[config.mk]
export PLATFORM = sky130hd
export DESIGN_NAME = au_addsub_arbiter
export DESIGN_NICKNAME = d
export VERILOG_FILES = /design/src/rtl/au_addsub_arbiter.sv
export SDC_FILE = /design/constraint.sdc
export NUM_CORES = 1
export LEC_CHECK = 0
export ABC_AREA = 1
export CORE_MARGIN = 2
export CORE_UTILIZATION = 42
export DETAILED_ROUTE_END_ITERATION = 12
export PLACE_DENSITY = 0.9
export REMOVE_ABC_BUFFERS = 1
export SETUP_SLACK_MARGIN = 0.15
export SLEW_MARGIN = 15
export SYNTH_ARGS = -nofsm -noshare
export SYNTH_HDL_FRONTEND = slang
export SYNTH_SLANG_ARGS = --single-unit
[constraint.sdc]
create_clock -name clk -period 4.3 [get_ports clk]
set_clock_uncertainty 0.05 [all_clocks]
set_input_delay 0.86 -clock clk [delete_from_list [all_inputs] [get_ports clk]]
set_output_delay 0.86 -clock clk [all_outputs]
set_load 0.02 [all_outputs]
[src/rtl/au_addsub_arbiter.sv]
// Round-robin arbiter sharing one adder-subtractor among NREQ requesters, with a tagged result register.
// Optional carry/borrow output port res_co is enabled by defining AU_ADDSUB_ARB_FLAGS_EN.

module au_addsub #(
    parameter int WIDTH = 8,
    parameter int ARCH  = 0
) (
    input  logic [WIDTH-1:0] a,
    input  logic [WIDTH-1:0] b,
    input  logic             add_sub,
    output logic [WIDTH-1:0] s,
    output logic             co
);
    // Subtraction is a + ~b + 1; co is the raw carry out of that sum.
    logic [WIDTH-1:0] bx;
    assign bx = b ^ {WIDTH{add_sub}};

    generate
        if (ARCH == 1) begin : g_ripple
            logic [WIDTH:0] c;
            always_comb begin
                c    = '0;
                s    = '0;
                c[0] = add_sub;
                for (int i = 0; i < WIDTH; i++) begin
                    s[i]   = a[i] ^ bx[i] ^ c[i];
                    c[i+1] = (a[i] & bx[i]) | (c[i] & (a[i] ^ bx[i]));
                end
            end
            assign co = c[WIDTH];
        end else if (ARCH == 2) begin : g_lookahead
            logic [WIDTH-1:0] g;
            logic [WIDTH-1:0] p;
            logic [WIDTH:0]   c;
            logic             pp;
            assign g = a & bx;
            assign p = a ^ bx;
            // Each carry is expanded directly from generate/propagate terms instead of chained.
            always_comb begin
                c    = '0;
                pp   = 1'b0;
                c[0] = add_sub;
                for (int i = 0; i < WIDTH; i++) begin
                    pp = 1'b1;
                    for (int j = i; j >= 0; j--) begin
                        c[i+1] = c[i+1] | (g[j] & pp);
                        pp     = pp & p[j];
                    end
                    c[i+1] = c[i+1] | (pp & add_sub);
                end
            end
            assign s  = p ^ c[WIDTH-1:0];
            assign co = c[WIDTH];
        end else begin : g_behav
            logic [WIDTH:0] sum;
            assign sum = {1'b0, a} + {1'b0, bx} + (WIDTH+1)'(add_sub);
            assign s   = sum[WIDTH-1:0];
            assign co  = sum[WIDTH];
        end
    endgenerate
endmodule

module au_addsub_arbiter #(
    parameter int WIDTH = 8,
    parameter int NREQ  = 4,
    parameter int ARCH  = 0,
    localparam int IDW  = (NREQ > 1) ? $clog2(NREQ) : 1
) (
    input  logic                  clk,
    input  logic                  rst_n,
    input  logic [NREQ-1:0]       req_valid,
    output logic [NREQ-1:0]       req_ready,
    input  logic [NREQ*WIDTH-1:0] req_a,
    input  logic [NREQ*WIDTH-1:0] req_b,
    input  logic [NREQ-1:0]       req_op,
    output logic                  res_valid,
    input  logic                  res_ready,
    output logic [WIDTH-1:0]      res_s,
    output logic [IDW-1:0]        res_id
`ifdef AU_ADDSUB_ARB_FLAGS_EN
    ,
    output logic                  res_co
`endif
);
    generate
        if (WIDTH < 1 || NREQ < 1 || NREQ > 8 || ARCH < 0 || ARCH > 2) begin : g_bad_param
            $fatal(1, "au_addsub_arbiter: illegal parameters (WIDTH>=1, NREQ 1..8, ARCH 0..2)");
        end
    endgenerate

    logic [IDW-1:0]   ptr_q, ptr_d;
    logic             res_valid_q, res_valid_d;
    logic [WIDTH-1:0] res_s_q, res_s_d;
    logic [IDW-1:0]   res_id_q, res_id_d;

    logic             load;
    logic             any_gnt;
    logic             xfer;
    logic [IDW-1:0]   gnt_idx;
    logic [NREQ-1:0]  gnt;
    logic [WIDTH-1:0] a_sel, b_sel;
    logic             op_sel;
    logic [WIDTH-1:0] sum;
    logic             raw_co;

    assign load = ~res_valid_q | res_ready;

    // Search starts at ptr and wraps, so the most recently served port is visited last.
    always_comb begin
        int idx;
        gnt     = '0;
        gnt_idx = '0;
        any_gnt = 1'b0;
        idx     = 0;
        for (int k = 0; k < NREQ; k++) begin
            idx = int'(ptr_q) + k;
            if (idx >= NREQ) idx = idx - NREQ;
            if (!any_gnt && req_valid[idx]) begin
                any_gnt = 1'b1;
                gnt_idx = IDW'(idx);
            end
        end
        gnt[gnt_idx] = any_gnt;
    end

    // rst_n gates ready so no requester sees a handshake while the arbiter is held in reset.
    assign req_ready = gnt & {NREQ{load & rst_n}};
    assign xfer      = load & any_gnt;

    assign a_sel  = req_a[int'(gnt_idx)*WIDTH +: WIDTH];
    assign b_sel  = req_b[int'(gnt_idx)*WIDTH +: WIDTH];
    assign op_sel = req_op[gnt_idx];

    au_addsub #(.WIDTH(WIDTH), .ARCH(ARCH)) u_addsub (
        .a       (a_sel),
        .b       (b_sel),
        .add_sub (op_sel),
        .s       (sum),
        .co      (raw_co)
    );

    always_comb begin
        ptr_d       = ptr_q;
        res_valid_d = res_valid_q;
        res_s_d     = res_s_q;
        res_id_d    = res_id_q;
        if (xfer) begin
            res_valid_d = 1'b1;
            res_s_d     = sum;
            res_id_d    = gnt_idx;
            if (int'(gnt_idx) == NREQ - 1) ptr_d = '0;
            else                           ptr_d = gnt_idx + 1'b1;
        end else if (load) begin
            res_valid_d = 1'b0;
        end
    end

    always_ff @(posedge clk or negedge rst_n) begin
        if (!rst_n) begin
            ptr_q       <= '0;
            res_valid_q <= 1'b0;
            res_s_q     <= '0;
            res_id_q    <= '0;
        end else begin
            ptr_q       <= ptr_d;
            res_valid_q <= res_valid_d;
            res_s_q     <= res_s_d;
            res_id_q    <= res_id_d;
        end
    end

    assign res_valid = res_valid_q;
    assign res_s     = res_s_q;
    assign res_id    = res_id_q;

`ifdef AU_ADDSUB_ARB_FLAGS_EN
    // The adder reports carry for a + ~b + 1, which is the inverse of the borrow.
    logic res_co_q, res_co_d;

    always_comb begin
        res_co_d = res_co_q;
        if (xfer) res_co_d = op_sel ? ~raw_co : raw_co;
    end

    always_ff @(posedge clk or negedge rst_n) begin
        if (!rst_n) res_co_q <= 1'b0;
        else        res_co_q <= res_co_d;
    end

    assign res_co = res_co_q;
`else
    logic unused_raw_co;
    assign unused_raw_co = raw_co;
`endif
endmodule
Word level (Yosys, flattened, before mapping)
Cells that the tools add are included.
{"block": "word_totals", "ff_bits": 13, "output_inout_bits": 15, "wordCells": 73}
{"block": "op_classes", "add_sub_neg": 10, "magnitude_cmp": 10, "eq_ne": 1, "shift": 2, "mux": 31, "n_bitwise": 7, "n_reduce_logical": 8}
{"cell": "$lt 32x4->1 const B", "n": 4}
{"cell": "$mux 32", "n": 4}
{"cell": "$shiftx 32x6->8", "n": 2}
{"cell": "$mux 1", "n": 16}
{"cell": "$sub 3x3->4 const B", "n": 3}
{"cell": "$bmux 1 s2", "n": 5}
{"cell": "$mux 2", "n": 5}
{"cell": "$ge 3x3->1 const B", "n": 3}
{"cell": "$add 8x1->8", "n": 1}
{"cell": "$add 8x8->8", "n": 1}
{"cell": "$and 4x4->4", "n": 2}
{"cell": "$xor 8x8->8", "n": 1}
{"cell": "$add 2x2->3 const B", "n": 2}
{"cell": "$logic_and 1x1->1", "n": 4}
{"cell": "$sub 2x3->4 const B", "n": 1}
{"cell": "$add 2x1->3 const B", "n": 1}
{"cell": "$ge 2x3->1 const B", "n": 1}
{"cell": "$logic_not 1->1", "n": 3}
{"cell": "$lt 2x3->1 const B", "n": 1}
{"cell": "$add 2x1->2 const B", "n": 1}
{"cell": "$and 1x1->1", "n": 2}
{"cell": "$demux 1 s2", "n": 1}
{"cell": "$eq 2x1->1 const B", "n": 1}
{"cell": "$ge 2x1->1 const B", "n": 1}
{"cell": "3 further kinds", "n": 3}

Logic depth before layout (Yosys ltp)
Gate-level depths: netlist of run 1.
{"block": "logic_depth", "word_depth": 21, "depth_mapped": 27, "depth_no_buf": 26}

Cells and area by module
A second synthesis of run 1 with hierarchy kept.
{"block": "unflattened", "cells_unflattened": 378, "hier_area_um2": 2122.0}
{"mod": "au_addsub_arbiter", "instances": 1, "cells_per_inst": 305, "area_per_inst_um2": 1670.4, "seq_area_each_um2": 325.3}
{"mod": "au_addsub", "instances": 1, "cells_per_inst": 73, "area_per_inst_um2": 451.7, "seq_area_each_um2": 0.0}

Least setup slack after synthesis of run 1
Ideal clock, no wire load.
{"block": "synth_timing", "kind": "input -> register", "from": "input port req_valid[3]", "to": "register res_s_q[6] (netlist: res_s[6])", "setup_ns": 0.083, "t_arrival_ns": 3.428, "path_slack_ns": 0.740, "stages": 20, "path_buffers": 1, "cell_sequence": "inv_1 > nand2_2 > nand3_2 > nand2_2 > nor2_8 > nand3_4 > nand2_4 > nand2_4 > buf_8 > inv_2 > nor2_1 > o32a_1 > xor2_1 > fa_1 > o21ai_0 > a21oi_1 > nor2_1 > nor2_1 > xor2_1 > o21ai_0"}
{"block": "synth_via", "elab_chain_cells": 18, "elab_cells_between_ends": 34, "classes_between": "add/sub: 2; shift: 2; mux: 22; bitwise: 2; reduce/logical: 6"}
{"item": "from (decl)", "line": "71", "rtl": "input logic [NREQ-1:0] req_valid,"}
{"item": "parallel branches: the longest is 18 deep, another holds $bmux 1 s2"}
{"item": "to (signal assigned)", "line": "167", "rtl": "res_s_q <= res_s_d;"}
{"item": "to (decl)", "line": "93", "rtl": "logic [WIDTH-1:0] res_s_q, res_s_d;"}
Several ways; the timed one is not identified. The select of a mux whose other input is x is not followed.
A chain may end at the register's enable or synchronous reset.

Worst setup path after layout of run 1
{"block": "layout_timing", "from": "input port req_valid[1]", "to": "register res_s_q[6] (netlist: res_s[6])"}
The elaborated chain is that of the path after synthesis.

==> results.cfg, run 1 <==
[critical_path]
cp.required_ns = 4.41
ff2ff_setup_slack_ns = 0.63
path_max_fanout = 38
r2r_end = res_s[6]
worstPathArrival_ns = 4.10
setup.worst_path.start_class = input port
rr_startpoint = ptr_q[0]
setup.worst_path.end_class = flop
ff2ff_path_depth = 19
crit_type = in2reg

[placed_design]
placed_cell_area_sq_mm = 0.00282
dp_hpwl_microns = 4320
place_congestion = 0.883
numPortBuffers = 89

[detailed_routing]
dr.pass1.iters = 4
first_iter_violations = 155
drtAntennaViolNets = 0
wl_microns = 5380
drc = 0
route.detailed.wl_per_inst_microns = 12.3
vias = 2212
vias_per_cell = 5.06

[sta]
worst_pin_slew_ns = 0.471
rsz0062_at_grt = true
fin_crit_ns = 3.99
max_slew_margin = 0.685
clock.fmax_mhz = 251
fin_crit_sh = 0.928
drv_slew = 0
hold_viol = 0
finalSetupViolCount = 0

[clock_tree]
clockBufferDepth = 2
root_buffer = clkbuf_8
clk_pin_slew_ns = 0.05
clock_sinks = 13
clk_latency_ns = 0.24
numCtsBuffers = 3
cts_max_level = 1
post_cts_buffers = 0
cts_tree = yes

[global_routing]
gr-max-usage-layer = met2
met2_usage = 0.386
grt_antenna_before_repair = 0
grt_max_degree = 39
grt.met1_usage = 0.266
grt_pass1_wl_microns = 8920
met3_usage = 0.0242
grt.total_usage = 0.214
grt_overflow_total = 0
grt_pass1_vias = 2097

[cells_and_area]
nets = 472
drive_gt1_frac = 0.125
seq_area_sq_um = 325
mostFrequentLayoutCells = clkdlybuf4s50_1, nand2_1, nor2_1, nand3_1, inv_1
fill_cells = 373
final_common_cell = clkdlybuf4s50_1
multiInputGateArea_sq_mm = 0.00138
fin_area_sq_mm = 0.00290
n_antenna_cell = 0
final_util = 0.665
syn_to_final_growth_pct = 53.2

[yosys]
yosysTopAreaCell = dfrtp_1
yosysWarnings = 0
syn_area_sq_mm = 0.00189
ys_async_sr_fraction = 1.00
synth_cell_types = 39
synthFlopType = dfrtp_1
synth_top_area_frac = 0.172
synth_seq_area_share = 0.172
netlist_instances = 297
synth_seq_cells = 13
ys_top_cells_by_area = dfrtp_1, nand2_1, nand3_1, nor2_1, ha_1
syn_avg_cell_area_sq_um = 6.36
synth_edf_count = 0

[min_path]
holdPathEnd = res_s[2]
hold_depth = 2
min_path_type = reg2reg
hp-start = res_s[2]

[die]
ioPinCount = 90
die_area_sq_mm = 0.00505
dieHeight_microns = 71.1
chipWidth_microns = 71.1
start_util = 0.434
num_rows = 24
coreArea_sq_mm = 0.00435

[job]
cap_viol_max_count = 0

[outcome]
status = complete, no violations
-- synth_stat cells (2+ instances only) --
library cell / instances
a21oi_1: 4
buf_4: 6
clkbuf_1: 2
dfrtp_1: 13
ha_1: 10
inv_1: 26
inv_2: 5
nand2_1: 76
nand2_2: 13
nand2_4: 6
nand3_1: 28
nand3_2: 5
nor2_1: 37
o21ai_0: 20
o21ai_1: 7
o22ai_1: 5
o32ai_1: 4
xnor2_1: 2
xor2_1: 8
-- worst max-delay path: stages --
cell	delay, ns
clkdlybuf4s50_1	0.43
inv_1	0.11
nand2_2	0.08
nand3_2	0.11
nand2_2	0.09
inv_1	0.07
nand2_1	0.08
nor2_2	0.13
nand2_4	0.11
nand2_4	0.10
buf_12	0.20
nor2_1	0.06
o32a_1	0.36
xor2_2	0.17
fa_1	0.44
o21ai_2	0.19
a21oi_1	0.08
nor2_1	0.09
nor2_1	0.05
xor2_1	0.13
o21ai_0	0.15
-- state kept, by name, indices dropped and copies added, names as in the netlist --
signal / count
res_valid: 1
ptr_q: 2
res_s: 8
res_id: 2
-- cell families (layout without fill, tap and decap cells) --
logic type,count (synthesis),count (layout),share of synthesized area
AND/OR/NAND/NOR,171,171,0.438
AO/OA/AOI/OAI,48,48,0.156
buffers and inverters,44,132,0.111
flip-flops,13,13,0.172
adder cells (fa/ha/maj),11,11,0.0768
XOR/XNOR,10,10,0.0464
-- layout make-up --
class | instances | area share
multi-input cells | 240 | 0.476
repair buffers | 95 | 0.328
inverters | 33 | 0.0454
flip-flops and latches | 13 | 0.112
clock buffers | 4 | 0.0156
well taps | 52 | 0.0225
-- stage by stage --
step / instances / hold slack, ns / worst slack [ns] / setup TNS, ns
2_1_floorplan: 286 / 0.514 / 0.477 / 0
3_3_place_gp: 433 / 0.421 / 0.118 / 0
3_5_place_dp: 433 / 0.424 / -0.00164 / -0.00164
4_1_cts: 437 / 0.437 / 0.133 / 0
5_1_grt: 437 / 0.446 / -0.0214 / -0.0291
6_report: 437 / 0.436 / 0.311 / 0
-- what timing repair did --
item | CTS | global route
setup endpoints to repair | 4 | 6
gates resized for setup | 4 | 7
hold buffers | 0 | 0
-- worst max-delay path by stage --
stage / end / depth (start not counted) / slack, ns / start
after floorplan: res_s[6] / 19 / 0.48 / req_valid[3]
after global placement: res_s[7] / 22 / 0.12 / req_valid[2]
after detailed placement: res_s[6] / 21 / -0.002 / req_valid[1]
after CTS: req_ready[0] / 14 / 0.13 / req_valid[2]
after global routing: res_s[7] / 21 / -0.02 / req_valid[3]
final: res_s[6] / 21 / 0.31 / req_valid[1]
-- metal layers --
layer	wire length (microns)	up-vias	share of wire
li1	-	1145	-
met1	2190	982	0.41
met2	2810	77	0.52
met3	309	8	0.057
met4	72	0	0.013
met5	0	-	0
Power of run 1 is not shown: default switching activity piles up to over one toggle a cycle in this logic, so the estimate is an artifact.
==> run 2, diff against run 1 <==
--- a/config.mk
+++ b/config.mk
@@ -10,6 +10,7 @@
 export CORE_UTILIZATION = 42
 export DETAILED_ROUTE_END_ITERATION = 12
 export PLACE_DENSITY = 0.9
+export RECOVER_POWER = 50
 export REMOVE_ABC_BUFFERS = 1
 export SETUP_SLACK_MARGIN = 0.15
 export SLEW_MARGIN = 15
==> run 2 against run 1 <==
Compared with the run above:
- critical path depth did not move
- first-iteration DRC count rose by 5.8%
- final cell count did not move
- core utilization fell by 0.086 points
- global-route usage did not move
- clock-buffer cell count did not move
- sequential share of layout area barely moved
- fmax barely moved
- non-clock buffer count did not move
- register-to-register slack barely moved
- critical path type unchanged
- critical endpoint unchanged
- largest cell class unchanged
==> results.cfg, run 2 (synthesis gave the netlist of run 1 again) <==
[sta]
worst_pin_slew_ns = 0.689
clock.fmax_mhz = 251
tns_ns = 0
fin_crit_ns = 3.99
finalSetupViolCount = 0
drv_slew = 0
hold_viol = 0
fin_crit_sh = 0.928
max_slew_margin = 0.541
rsz0062_at_grt = true

[die]
chipWidth_microns = 71.1
die_area_sq_mm = 0.00505
dieHeight_microns = 71.1
ioPinCount = 90
coreArea_sq_mm = 0.00435
start_util = 0.434
num_rows = 24

[clock_tree]
clock_sinks = 13
clockBufferDepth = 2
root_buffer = clkbuf_8
post_cts_buffers = 0
clk_pin_slew_ns = 0.05
cts_tree = yes
numCtsBuffers = 3
cts_max_level = 1
clk_latency_ns = 0.24
ctsHoldBuffers = 0

[detailed_routing]
wl_microns = 5380
vias = 2218
first_iter_violations = 164
route.detailed.wl_per_inst_microns = 12.3
vias_per_cell = 5.08
drc = 0
drtAntennaViolNets = 0
dr.pass1.iters = 4

[cells_and_area]
fill_cells = 375
seq_area_sq_um = 325
n_antenna_cell = 0
mostFrequentLayoutCells = clkdlybuf4s50_1, nand2_1, nor2_1, nand3_1, inv_1
final_common_cell = clkdlybuf4s50_1
nets = 472
largest_reg_flops = 8
syn_to_final_growth_pct = 53.0
multiInputGateArea_sq_mm = 0.00138
drive_gt1_frac = 0.122

[min_path]
min_path_type = reg2reg

[critical_path]
worstPathArrival_ns = 4.10
path_max_fanout = 38
crit_chain = clkdlybuf4s50_1, inv_1, nand2_2, nand3_2, nand2_2, inv_1, nand2_1, nor2_2, nand2_4, nand2_4, buf_12, nor2_1, o32a_1, xor2_2, fa_1, o21ai_2, a21oi_1, nor2_1, nor2_1, xor2_1, o21ai_0
slowest_stage = fa_1
path_buf_inv = 4
crit_family = simple AND/OR/NAND/NOR gates
cp.required_ns = 4.41
setup.worst_path.start_class = input port
ff2ff_setup_slack_ns = 0.63
critPathMaxStageDelay_ns = 0.44
setup.worst_path.end_class = flop
crit_type = in2reg
cpMostUsedCell = nor2_1

[outcome]
status = complete, no violations

[global_routing]
grt.total_usage = 0.214
grt_overflow_total = 0
grt_pass1_wl_microns = 8920
grt_pass1_vias = 2097
grt_antenna_before_repair = 0
grt_max_degree = 39

[job]
cap_viol_max_count = 0

[placed_design]
place_congestion = 0.883
dp_hpwl_microns = 4320
numPortBuffers = 89
run 2: changes by cell type in the layout (fill, tap and decap cells not counted):
cell,before,now
clkbuf_1,1,2
clkdlybuf4s50_1,85,78
dlygate4sd3_1,0,7
buf_4,5,4
run 2: final timing paths:
path,to,cells after the start,start
min in group asynchronous,res_id[0],2,rst_n
worst max-delay path,res_s[6],21,req_valid[1]
worst min-delay path,res_s[2],2,res_s[2]
worst min register to register,res_s[2],2,res_s[2]
worst max register to register,res_s[6],19,ptr_q[0]
max in group asynchronous,res_s[4],2,rst_n
run 2: metal layers:
metal	wire, microns	vias up	global-route usage	share of wire
li1	-	1147	-	-
met1	2210	991	0.266	0.41
met2	2810	72	0.386	0.52
met3	289	8	0.0242	0.054
met4	72	0	0.0650	0.013
met5	0	-	0	0
run 2: layout make-up:
type,count,area share
Tap cell,52,0.0225
Multi-Input combinational cell,240,0.476
Inverter,33,0.0454
Timing Repair Buffer,95,0.328
Clock buffer,4,0.0156
Sequential cell,13,0.113
run 2: repair_timing:
action	in CTS	in global routing
resized for setup	4	7
endpoints found under the hold margin	0	0
endpoints found under the setup margin	4	6
run 2: through the flow:
stage	hold slack, ns	cells	instance area [sq um]	utilization	worst slack, ns
floorplan	0.514	286	1810	-	0.477
global placement	0.421	433	2820	0.647	0.118
detailed placement	0.424	433	2820	0.647	-0.00164
CTS	0.437	437	2870	0.658	0.133
global route	0.441	437	2890	0.664	-0.0214
finish	0.434	437	2890	0.664	0.311
run 2: worst reg2reg max path, stage by stage (launching register included):
cell and delay [ns]:
dfrtp_1 0.63, inv_2 0.18, nand2_1 0.13, nand3_1 0.13
nand2_1 0.11, inv_1 0.09, nand3_4 0.14, nand2_4 0.10
nand2_4 0.10, buf_12 0.20, nor2_1 0.07, o32a_1 0.36
xor2_2 0.17, fa_1 0.44, o21ai_2 0.19, a21oi_1 0.08
nor2_1 0.09, nor2_1 0.05, xor2_1 0.13, o21ai_0 0.15
Power of run 2 is left out for the same reason.
==> run 3, diff against run 2 <==
--- a/config.mk
+++ b/config.mk
@@ -9,7 +9,7 @@
 export CORE_MARGIN = 2
 export CORE_UTILIZATION = 42
 export DETAILED_ROUTE_END_ITERATION = 12
-export PLACE_DENSITY = 0.9
+export PLACE_DENSITY_LB_ADDON = 0.3
 export RECOVER_POWER = 50
 export REMOVE_ABC_BUFFERS = 1
 export SETUP_SLACK_MARGIN = 0.15
==> run 3 against run 2 <==
Compared with the run above:
- sequential share of layout area is essentially flat
- first-iteration DRC count is 49% lower
- clock-buffer cell count did not move
- critical path type unchanged
- fmax grew 1.2%
- highest routed layer unchanged
- global-route usage is 1.3 points lower
- sequential cell count unchanged
- via count fell by 2.7%
- critical path depth did not move
- die area did not move
- register-to-register slack improved by 0.04 ns
==> results.cfg, run 3 (synthesis gave the netlist of run 1 again) <==
[outcome]
status = complete, no violations

[detailed_routing]
route.detailed.wl_per_inst_microns = 11.3
first_iter_violations = 83
dr.pass1.iters = 4
wl_microns = 4970
drc = 0
vias = 2159
route.met3.wl_microns = 255
top_layer = met4
drtAntennaViolNets = 0
met2RoutedLength_microns = 2450
met1Wirelength_microns = 2170
vias_per_cell = 4.92

[global_routing]
grt.total_usage = 0.201
grt_max_degree = 39
grt_antenna_before_repair = 0
grt_pass1_vias = 2040
grt_pass1_wl_microns = 8460
grt_overflow_total = 0

[critical_path]
ff2ff_path_depth = 21
crit_type = in2reg
setup.worst_path.start_class = input port
worstPathArrival_ns = 4.05
setup.worst_path.end_class = flop
worstSetupStartpoint = req_valid[3]
rr_startpoint = ptr_q[0]
cp.required_ns = 4.41
path_max_fanout = 38

[cells_and_area]
mostFrequentLayoutCells = clkdlybuf4s50_1, nand2_1, nor2_1, nand3_1, inv_1
nets = 474
final_common_cell = clkdlybuf4s50_1
drive_gt1_frac = 0.121
syn_to_final_growth_pct = 53.4
n_antenna_cell = 0
fill_cells = 409
largest_reg_flops = 8
fin_area_sq_mm = 0.00290
fin_cells = 439

[sta]
tns_ns = 0
drv_slew = 0
worst_pin_slew_ns = 0.701
max_slew_margin = 0.533
rsz0062_at_grt = true
finalSetupViolCount = 0
fin_crit_sh = 0.917
hold_slack_ns = 0.431
fin_crit_ns = 3.94
hold_viol = 0
clock.fmax_mhz = 254

[placed_design]
placed_cell_area_sq_mm = 0.00283
numPortBuffers = 89
dp_cells = 435
place_congestion = 0.828
dp_hpwl_microns = 4100

[clock_tree]
clock_sinks = 13
clk_latency_ns = 0.25
ctsHoldBuffers = 0
numCtsBuffers = 3
cts_tree = yes
cts_max_level = 1
post_cts_buffers = 0
clockBufferDepth = 2
root_buffer = clkbuf_8
clk_pin_slew_ns = 0.05

[die]
die_area_sq_mm = 0.00505
num_rows = 24
start_util = 0.434
chipWidth_microns = 71.1
coreArea_sq_mm = 0.00435
dieHeight_microns = 71.1
ioPinCount = 90

[min_path]
hp-start = res_s[7]
hold_depth = 2
min_path_type = reg2reg

[job]
cap_viol_max_count = 0
[run 3: routing by layer]
layer,vias to the layer above,global-route usage
li1,1147,-
met1,935,0.253
met2,68,0.351
met3,9,0.0299
met4,0,0.0650
met5,-,0
[run 3: final timing paths]
path	to	slack, ns
worst max-delay path	res_s[6]	0.36
worst max register to register	res_s[6]	0.67
min in group asynchronous	ptr_q[0]	1.18
max in group asynchronous	res_id[1]	2.58
worst min-delay path	res_s[7]	0.43
worst min register to register	res_s[7]	0.43
[run 3: area by class of cell]
type | count | area, sq um | share of cell area
Sequential cell | 13 | 325 | 0.112
Timing Repair Buffer | 97 | 966 | 0.333
Multi-Input combinational cell | 240 | 1360 | 0.470
Inverter | 33 | 134 | 0.0462
Clock buffer | 4 | 45.0 | 0.0155
Tap cell | 52 | 65.1 | 0.0225
[run 3: timing repair]
item                                    4_1_cts  5_1_grt
resized for setup                             3        7
pin swaps                                     0        0
endpoints found under the setup margin        3        5
[run 3: critical path, stage by stage]
cell and delay [ns]:
clkdlybuf4s50_1 0.42, inv_1 0.09, nand2_2 0.06, nand3_1 0.12, nand2_1 0.09, nand2_1 0.08
nand2_1 0.09, nor2_2 0.13, nand2_4 0.07, nand2_4 0.09, buf_12 0.20, nor2_1 0.06
o32a_1 0.34, xor2_1 0.17, fa_1 0.43, o21ai_1 0.22, a21oi_1 0.09, nor2_1 0.10
nor2_1 0.06, xor2_1 0.13, o21ai_0 0.14
[run 3: metrics by stage]
step,util,setup WS (ns)
after floorplan,-,0.477
after global routing,0.666,0.0328
final,0.666,0.357
after detailed placement,0.651,0.0258
after CTS,0.662,0.164
after global placement,0.651,0.116
Power of run 3 is left out for the same reason.
==> variant 1 (settings of run 3) <==
Take the reset off `res_s_q` and load it in a clocked block of its own.
--- a/src/rtl/au_addsub_arbiter.sv
+++ b/src/rtl/au_addsub_arbiter.sv
@@ -160,12 +160,14 @@
             ptr_q       <= '0;
             res_valid_q <= 1'b0;
-            res_s_q     <= '0;
             res_id_q    <= '0;
         end else begin
             ptr_q       <= ptr_d;
             res_valid_q <= res_valid_d;
-            res_s_q     <= res_s_d;
             res_id_q    <= res_id_d;
         end
+    end
+
+    always_ff @(posedge clk) begin
+        res_s_q <= res_s_d;
     end
 
Formal check against the unedited RTL: not equivalent (Yosys sat finds a counterexample within 4 cycles, from zero or initial values and one cycle with rst_n low).
==> variant 1 against run 3 <==
Die area decreased by 3.6%. Wire length decreased by 4.9%. Cell area decreased by 0.13%. Register-to-register slack about the same. Critical path depth decreased by 7. Sequential cell count unchanged. Area after synthesis decreased by 3.8%. Worst setup slack got worse by 0.026 ns.
Power is left out: the tool's default activity adds up to more than one toggle a clock period on the data nets, which glitch-free logic cannot reach.
==> variant 1: results (changes against run 3) <==
[synth]
synthTopCellsByCount = nand2_1 (73), nor2_1 (30), inv_1 (27), nand3_1 (24), o21ai_0 (17)
synth-async-reset-ratio_pct = 38.5  ; -62 points
synth_edf_count = 8  ; +8
ys.flop_type = edfxtp_1
avgSynthCellArea_sq_um = 6.71  ; +5.5%
synth_cell_type_count = 36  ; -7.7%
synth_seq_area_share_pct = 20.1  ; +2.9 points
synthTopCellsByArea = nand2_1 (15%), edfxtp_1 (13%), dfrtp_1 (6.9%), ha_1 (6.9%), nand3_1 (6.6%)

[clock_tree]
clk-insertion-delay-late_ns = 0.24
cts_max_path_buffers = 2  ; unchanged
htreeDepth = 1  ; unchanged
cts_root_buffer = clkbuf_8

[worst_hold_path]
hold_path_class = register to register

[critical_path]
crit_arrival_ns = 3.06  ; -0.99 ns
cp_slowest_cell = clkdlybuf4s50_1
cpPeakStageDelay_ns = 0.42
cp_top_family = buffers and inverters
worst-path-max-fanout = 7  ; -82%

[place]
io_buffer_count = 89  ; unchanged
dpl.hpwl_mm = 3.76  ; -8.3%
pre_cts_slack_ns = 0.0297  ; +0.00390 ns
gp_congestion = 0.781  ; -5.7%
dpl.cell_count = 407  ; -6.4%

[layout]
nNetsFinal = 455  ; -4.0%
largest_reg_flops = 8  ; unchanged
fill_cells = 350  ; -14%
drive_above_1_share_pct = 13.3  ; +1.2 points

[grt]
met3_usage_pct = 2.03  ; -0.96 points
use_met2_pct = 31.3  ; -3.8 points
grt_max_degree = 19  ; -51%
grt_first_pass_wirelength_mm = 7.76  ; -8.2%
grt_pass1_vias = 1860  ; -8.8%
grt_usage_pct = 18.7  ; -1.4 points
met1_usage_pct = 25.8  ; +0.45 points

[routing]
viasPerCell = 4.95  ; +0.74%
wl_per_cell_um = 11.3  ; -0.13%
dr.first_iter.drc_count = 120  ; +45%
drtPass1Iterations = 4  ; unchanged
wl_met2_mm = 2.23  ; -9.3%
routed.top_layer = met4
vias = 2071  ; -4.1%
wl_met3_um = 293  ; +15%
drt-met1-wl_mm = 2.15  ; -1.1%

[timing]
period_minus_slack_ns = 3.97  ; +0.0260 ns
fin_crit_sh_pct = 92.3  ; +0.61 points
slew_headroom_pct = 66.9  ; +14 points

[flow_run]
max_cap_viol_count = 0  ; unchanged

[floorplan]
die-area_sq_um = 4870  ; -3.6%

[status]
status = finished clean

==> variant 1: cell types whose count changed after synthesis, moves of 2 or more <==
| cell | delta |
|---|---|
| dfrtp_1 | -8 |
| edfxtp_1 | +8 |
| nand2_2 | -8 |
| nor2_1 | -7 |
| nand3_1 | -4 |
| buf_4 | -3 |
| nand2_1 | -3 |
| o21ai_0 | -3 |
| buf_6 | +2 |
| xnor2_1 | +2 |
| xor2_1 | +2 |
==> variant 1: repair_timing <==
item | in CTS | in global routing
setup buffers | 0 | 6
resized for setup | 5 | 14
setup endpoints to repair | 4 | 4
pin swaps | 1 | 6
cloned | 0 | 1
==> variant 1: area by class of cell <==
class	count	area, sq um	area share, %
multi-input combinational	217	1290	44.5
timing repair buffer	101	991	34.2
sequential	13	365	12.6
inverter	33	141	4.89
tap	50	62.6	2.16
clock buffer	4	45.0	1.56
==> variant 1: worst paths after layout <==
check / startpoint / end / slack [ns] / cells after the start
min in group asynchronous: rst_n / res_valid / 0.87 / 1
setup / recovery: req_valid[3] / req_ready[1] / 0.33 / 14
max in group asynchronous: rst_n / ptr_q[0] / 3.13 / 1
hold / removal: res_id[0] / res_id[0] / 0.43 / 1
setup reg to reg: ptr_q[0] / res_s[6] / 0.67 / 21
hold reg to reg: res_id[0] / res_id[0] / 0.43 / 1
==> variant 1: per-stage QoR <==
stage / utilization, % / cell area (sq um)
floorplan: - / 1750
global route: 70.8 / 2890
CTS: 68.6 / 2800
global placement: 67.2 / 2750
detailed placement: 67.2 / 2750
finish: 70.8 / 2890
==> variant 1: kinds of logic after synthesis <==
group / share of synthesized area, %
compound gates: 14.7
xor+xnor: 7.64
fa+ha+maj: 7.98
buf+inv: 10.9
flops: 20.1
simple gates: 38.6
==> variant 2 (settings of run 3) <==
Made on the original files. Set the parameter `NREQ` to 2 (it was 4).
--- a/src/rtl/au_addsub_arbiter.sv
+++ b/src/rtl/au_addsub_arbiter.sv
@@ -63,5 +63,5 @@
 module au_addsub_arbiter #(
     parameter int WIDTH = 8,
-    parameter int NREQ  = 4,
+    parameter int NREQ  = 2,
     parameter int ARCH  = 0,
     localparam int IDW  = (NREQ > 1) ? $clog2(NREQ) : 1
Ports: changed (6 resized); port bits go from 90 to 51. No check against the original RTL was run, so the function may have changed too.
==> variant 2 against run 3 <==
Fmax rose by 2.8%. Worst hold slack better by 0.0076 ns. Worst setup slack improved by 0.11 ns. Wire length is 47% lower. Sequential cell count shrank 2. Count of clock-buffer cells in the layout is the same. Area after synthesis decreased by 45%. Cell area decreased by 45%. Largest cell class unchanged.
Power is left out: it rests on default switching activity, and per cell area and clock period it moved more than threefold.
==> variant 2: results (changes against run 3) <==
[grt]
grt_first_pass_wirelength_mm = 4.27  ; -50%
grt_max_degree = 19  ; -51%
grt_usage_pct = 20.3  ; +0.19 points

[clock_tree]
clk-insertion-delay-late_ns = 0.27  ; +0.02 ns
post_cts_resized = 0  ; -3
cts_root_buffer = clkbuf_4

[worst_hold_path]
holdPathEnd = res_s[1]
min_from = res_s[1]

[synth]
synthAdderAreaFrac_pct = 9.17  ; +1.5 points
synth-compound-area-share_pct = 6.63  ; -8.9 points
synth-xor-area-share_pct = 10.1  ; +5.5 points
synth_seq_area_share_pct = 26.5  ; +9.3 points
synthTopCellsByArea = dfrtp_1 (27%), nand2_1 (19%), ha_1 (7.2%), xor2_1 (6.8%), mux2i_1 (5.8%)
synth_mux_area_share_pct = 5.79  ; +5.8 points
avgSynthCellArea_sq_um = 7.06  ; +11%

[critical_path]
cp_slowest_cell = dlygate4sd3_1
crit_arrival_ns = 2.93  ; -1.12 ns
ff2ff_path_depth = 15  ; -29%
reg2reg_from = ptr_q
cpPeakStageDelay_ns = 0.68  ; +0.25 ns
cp_top_family = buffers and inverters

[layout]
fill_cells = 219  ; -46%
seq_area_sq_um = 275  ; -15%
fin_cells = 231  ; -47%

[routing]
dr.first_iter.drc_count = 27  ; -67%
vias = 1158  ; -46%
wl_per_cell_um = 11.3  ; about the same

[timing]
hold_slack_ns = 0.438  ; +0.00755 ns
slew_headroom_pct = 58.4  ; +5.2 points

[status]
status = finished clean

[place]
dpl.hpwl_mm = 2.14  ; -48%
io_buffer_count = 50  ; -44%
gp_congestion = 0.789  ; -4.8%

-- variant 2: layout make-up --
type                       count  area share (%)
tap                           30            2.35
multi-input combinational    118            43.3
sequential                    11            17.2
timing repair buffer          52            31.7
clock buffer                   4            1.64
inverter                      16            3.75
-- variant 2: how the worst max path moves through the flow --
stage	endpoint	slack [ns]	cells past startpoint	start
4_1_cts	req_ready[0]	0.59	8	req_valid[0]
3_3_place_gp	req_ready[0]	0.68	8	req_valid[0]
2_1_floorplan	req_ready[0]	1.54	4	req_valid[1]
3_5_place_dp	req_ready[0]	0.62	8	req_valid[0]
6_report	req_ready[0]	0.46	7	req_valid[1]
5_1_grt	req_ready[0]	0.34	7	req_valid[1]
-- variant 2: routing by layer --
metal / GRT usage [%] / up-vias / part of all wire, %
li1: - / 573 / -
met1: 23.6 / 532 / 40
met2: 36.2 / 43 / 53
met3: 1.67 / 10 / 4.5
met4: 11.1 / 0 / 2.9
met5: 0 / - / 0
